**src/rtl/call_stack_pkg.sv**
```systemverilog
// Shared defines for the call stack and the jump controller: default sizes,
// the {push,pop} operation encoding and the jump opcodes. Optional feature macro: CALL_STACK_ERR_EN.
package call_stack_pkg;

  localparam int CS_DEPTH      = 8;
  localparam int CS_ADDR_WIDTH = 12;

  typedef enum logic [1:0] {
    OP_NONE    = 2'b00,
    OP_POP     = 2'b01,
    OP_PUSH    = 2'b10,
    OP_PUSHPOP = 2'b11
  } stack_op_e;

  localparam logic [3:0] OPC_JMP = 4'hB;
  localparam logic [3:0] OPC_JSB = 4'hC;
  localparam logic [3:0] OPC_RET = 4'hD;

endpackage

```
**src/rtl/call_stack.sv**
```systemverilog
// Return-address stack for JSB/RET with combinational top-of-stack output.
// Define CALL_STACK_ERR_EN to add sticky overflow/underflow flags and err_clr.
module call_stack
  import call_stack_pkg::*;
#(
  parameter int DEPTH      = CS_DEPTH,
  parameter int ADDR_WIDTH = CS_ADDR_WIDTH
) (
  input  logic                         clk,
  input  logic                         rst_n,
  input  logic                         push_stack,
  input  logic                         pop_stack,
  input  logic                         stall,
  input  logic [ADDR_WIDTH-1:0]        push_addr,
`ifdef CALL_STACK_ERR_EN
  input  logic                         err_clr,
  output logic                         overflow,
  output logic                         underflow,
`endif
  output logic [ADDR_WIDTH-1:0]        top_addr,
  output logic [$clog2(DEPTH+1)-1:0]   count,
  output logic                         empty,
  output logic                         full
);

  localparam int CW = $clog2(DEPTH+1);
  localparam int IW = $clog2(DEPTH);

  logic [ADDR_WIDTH-1:0] mem_q [DEPTH];
  logic [CW-1:0]         sp_q, sp_d;
  logic [IW-1:0]         top_idx_s;
  logic [IW-1:0]         wr_idx_s;
  logic                  wr_en_s;
  logic                  empty_s, full_s;
  stack_op_e             op_s;

  assign op_s      = stack_op_e'({push_stack, pop_stack});
  assign empty_s   = (sp_q == {CW{1'b0}});
  assign full_s    = (sp_q == CW'(DEPTH));
  assign top_idx_s = IW'(sp_q - CW'(1));

  assign top_addr = empty_s ? {ADDR_WIDTH{1'b0}} : mem_q[top_idx_s];
  assign count    = sp_q;
  assign empty    = empty_s;
  assign full     = full_s;

  // Next stack pointer and write port; push+pop on a non-empty stack replaces the top in place
  always_comb begin
    sp_d     = sp_q;
    wr_en_s  = 1'b0;
    wr_idx_s = IW'(sp_q);
    if (!stall) begin
      case (op_s)
        OP_PUSH: begin
          if (!full_s) begin
            wr_en_s = 1'b1;
            sp_d    = sp_q + CW'(1);
          end else begin
            sp_d = sp_q;
          end
        end
        OP_POP: begin
          if (!empty_s) begin
            sp_d = sp_q - CW'(1);
          end else begin
            sp_d = sp_q;
          end
        end
        OP_PUSHPOP: begin
          wr_en_s = 1'b1;
          if (empty_s) begin
            sp_d = CW'(1);
          end else begin
            wr_idx_s = top_idx_s;
          end
        end
        default: begin
          sp_d = sp_q;
        end
      endcase
    end else begin
      sp_d = sp_q;
    end
  end

  // Stack pointer register
  always_ff @(posedge clk or negedge rst_n) begin
    if (!rst_n) begin
      sp_q <= {CW{1'b0}};
    end else begin
      sp_q <= sp_d;
    end
  end

  // Entry storage; contents need no reset since sp gates visibility
  always_ff @(posedge clk) begin
    if (wr_en_s) begin
      mem_q[wr_idx_s] <= push_addr;
    end
  end

`ifdef CALL_STACK_ERR_EN
  logic ovf_q, ovf_d, unf_q, unf_d;
  logic ovf_ev_s, unf_ev_s;

  assign ovf_ev_s = !stall && (op_s == OP_PUSH) && full_s;
  assign unf_ev_s = !stall && ((op_s == OP_POP) || (op_s == OP_PUSHPOP)) && empty_s;

  // Sticky error flags; a same-cycle event wins over err_clr
  always_comb begin
    ovf_d = ovf_q;
    unf_d = unf_q;
    if (!stall) begin
      ovf_d = (ovf_q & ~err_clr) | ovf_ev_s;
      unf_d = (unf_q & ~err_clr) | unf_ev_s;
    end else begin
      ovf_d = ovf_q;
      unf_d = unf_q;
    end
  end

  // Error flag registers
  always_ff @(posedge clk or negedge rst_n) begin
    if (!rst_n) begin
      ovf_q <= 1'b0;
      unf_q <= 1'b0;
    end else begin
      ovf_q <= ovf_d;
      unf_q <= unf_d;
    end
  end

  assign overflow  = ovf_q;
  assign underflow = unf_q;
`endif

endmodule

```
**config.mk**
```make
export PLATFORM = sky130hd
export DESIGN_NAME = call_stack
export DESIGN_NICKNAME = d
export VERILOG_FILES = /design/src/rtl/call_stack_pkg.sv /design/src/rtl/call_stack.sv
export SDC_FILE = /design/constraint.sdc
export NUM_CORES = 1
export LEC_CHECK = 0
export ABC_AREA = 1
export CORE_ASPECT_RATIO = 0.9
export CORE_MARGIN = 1
export CORE_UTILIZATION = 50
export CTS_CLUSTER_SIZE = 8
export DETAILED_ROUTE_END_ITERATION = 10
export PLACE_DENSITY = 0.7
export SLEW_MARGIN = 20
export SYNTH_ARGS = -nofsm -noshare
export SYNTH_HDL_FRONTEND = slang
export SYNTH_SLANG_ARGS = --single-unit
```
**constraint.sdc**
```tcl
create_clock -name clk -period 2.68 [get_ports clk]
set_input_delay 0.268 -clock clk [delete_from_list [all_inputs] [get_ports clk]]
set_output_delay 0.268 -clock clk [all_outputs]
set_load 0.05 [all_outputs]
```
==> flow_summary_export.csv <==
group,metric,value,unit
drt,ant_nets,0,
cells_and_area,layout_commonest_cell,"edfxtp_1",
worst_setup_path,cp-startpoint,"count[1]",
cells_and_area,insertedDiodeCount,0,
sta,finalHoldViolations,0,
floorplan,initial_core_util,51.4,%
drt,wl,9.33,mm
cells_and_area,syn_to_final_growth,21.2,%
clock_tree,cts_sinks,100,
floorplan,die_area,0.00919,sq mm
clock_tree,htree_levels,3,
grt,grt_start_max_net_pins,56,
grt,antenna_found_initial,0,
flow_run,cap_violations,0,
floorplan,io_pins,35,
cells_and_area,nets,472,
sta,final_max_slew_viol_count,0,
worst_setup_path,path_class,"reg -> out",
synthesis,ys_ff_latch,100,
grt,grt.total_usage,22.5,%
floorplan,die_w,101,um
worst_setup_path,crit_top_cell,"inv_1",
clock_tree,cts_tree,"yes",
place,dpl.cell_count,559,
synthesis,avgSynthCellArea,10.9,sq um
worst_setup_path,r2r_slack,0.46,ns
synthesis,syn_area,0.00441,sq mm
floorplan,die_h,91.1,um
drt,first_iter_violations,177,
clock_tree,cts_root_buf,"clkbuf_8",
sta,fmax,0.407,GHz
worst_setup_path,reg2reg_from,"count[1]",
drt,wl_per_cell,16.2,um
clock_tree,hold_buffers,0,
sta,fin_crit_sh,91.7,%
sta,relSlewSlack,62.2,%
sta,tightest_slew,0.566,ns
drt,first_pass_iters,5,
worst_hold_path,hp-class,"in -> async",
clock_tree,clk_pin_slew,0.09,ns
sta,finalSetupViolCount,0,
place,io_buffers,34,
worst_setup_path,crit_path_start_kind,"flop",
synthesis,seq_area_frac_synth,67.7,%
worst_setup_path,max_stage_delay,0.40,ns
worst_setup_path,crit_slowest_cell,"dfrtp_2",
clock_tree,cts_inserted_buffers,9,
synthesis,yosysWarnings,0,
place,hpwl,5.71,mm
floorplan,rows,32,
grt,grt_pass1_vias,2921,
worst_setup_path,timing.rr.end,"mem_q[7][10]",
sta,rsz0062_at_grt,"false",
floorplan,core_area,0.00857,sq mm
cells_and_area,stdcell_count,576,
synthesis,yosysUniqueCellTypes,24,
place,globalplace.congestion,0.794,
drt,drc,0,
sta,tns,0,ns
worst_setup_path,worstSetupEndpoint,"top_addr[4]",
sta,setup_slack,0.223,ns
cells_and_area,drive_above_1_share,18.4,%
sta,finalClockSkew,0.0116,ns
worst_setup_path,crit_path_end_kind,"primary output",
place,dpl_worst_slack,0.321,ns
grt,grt_pass1_wl,15.2,mm
cells_and_area,final_cell_mix,"edfxtp_1 (96), nand2_1 (77), nor2_1 (74)",
clock_tree,cts_buffer_depth,2,
status,outcome,"finished, final reports clean",
drt,vias,3064,
worst_setup_path,cp_max_fo,15,
synthesis,synth_nets,425,
drt,vias_per_cell,5.32,
sta,finalCriticalPeriod,2.46,ns
grt,grt_overflow,0,
worst_setup_path,cp.arrival,2.19,ns
synthesis,synthCells,406,
worst_setup_path,reg2regPathDepth,10,
clock_tree,clock_latency,0.36,ns
worst_setup_path,critPathRequiredTime,2.41,ns
worst_setup_path,path_cells,"inv_1 -> ha_1 -> inv_1 -> nand2_1 -> nand2_4 -> o21ai_0 -> a21oi_1 -> nor2_4 -> buf_12",
-- critical path: cells and delay by family (launching register included) --
family / cells / cell delay (ns)
DFF: 1 / 0.40
adders and majority gates: 1 / 0.26
AOI/OAI and AO/OA: 2 / 0.45
and+or+nand+nor: 3 / 0.39
buffers and inverters: 3 / 0.31
-- Yosys cell counts (all sizes together) --
library cell,count,area (sq um)
edfxtp,96,2880
nor2,89,349
nand2,86,355
o21ai,53,273
nand3,22,110
buf,20,138
a21oi,14,73.8
inv,14,55.1
dfrtp,4,100
nand4,4,31.3
ha,2,25.0
clkinv,1,3.75
xnor2,1,8.76
-- timing repair --
| action | CTS | global route |
|---|---|---|
| pin swaps | 0 | 0 |
| endpoints found under the setup margin | 8 | 12 |
| buffers inserted | 0 | 2 |
| resized for setup | 2 | 3 |
-- state kept, by name, summed over array words and instances, names as in the netlist --
| signal | cells |
|---|---|
| mem_q | 96 |
| count | 4 |
-- final cells by class --
type                            instances  area [sq um]
Tap cell                              119           149
Multi-Input combinational cell        271          1310
Fill cell                             725          3230
Timing Repair Buffer                   56           621
Clock inverter                          6          87.6
Clock buffer                            9           124
Inverter                               15          63.8
Sequential cell                       100          2990
-- through the flow --
step	area (sq um)	util, %	hold WS [ns]
6_report	5340	62.3	0.113
5_1_grt	5340	62.3	0.111
4_1_cts	5320	62.1	0.105
3_5_place_dp	5100	59.5	0.500
3_3_place_gp	5100	59.5	0.493
2_1_floorplan	4480	-	-0.0276
-- worst min-delay path by stage --
stage               startpoint  endpoint  slack (ns)
floorplan                rst_n  count[0]       -0.03
global placement         rst_n  count[3]        0.49
detailed placement       rst_n  count[3]        0.50
CTS                      rst_n  count[3]        0.10
global route             rst_n  count[2]        0.11
finish                   rst_n  count[3]        0.11
-- kinds of logic after synthesis --
| kind of cell | synth area share, % |
|---|---|
| AND/OR/NAND/NOR | 19.2 |
| flip-flops | 67.7 |
| AO/OA/AOI/OAI | 7.87 |
| buffers and inverters | 4.46 |
| adder cells (fa/ha/maj) | 0.568 |
| XOR/XNOR | 0.199 |
-- metal layers --
| layer | share of wire (%) | GRT usage [%] | vias up |
|---|---|---|---|
| met1 | 45 | 32.4 | 1454 |
| met5 | 0 | 0 | - |
| li1 | - | - | 1480 |
| met4 | 1.1 | 7.00 | 0 |
| met2 | 47 | 34.5 | 116 |
| met3 | 7.0 | 4.62 | 14 |
Power is not shown: default switching activity piles up to over one toggle a cycle in this logic, so the estimate is an artifact.
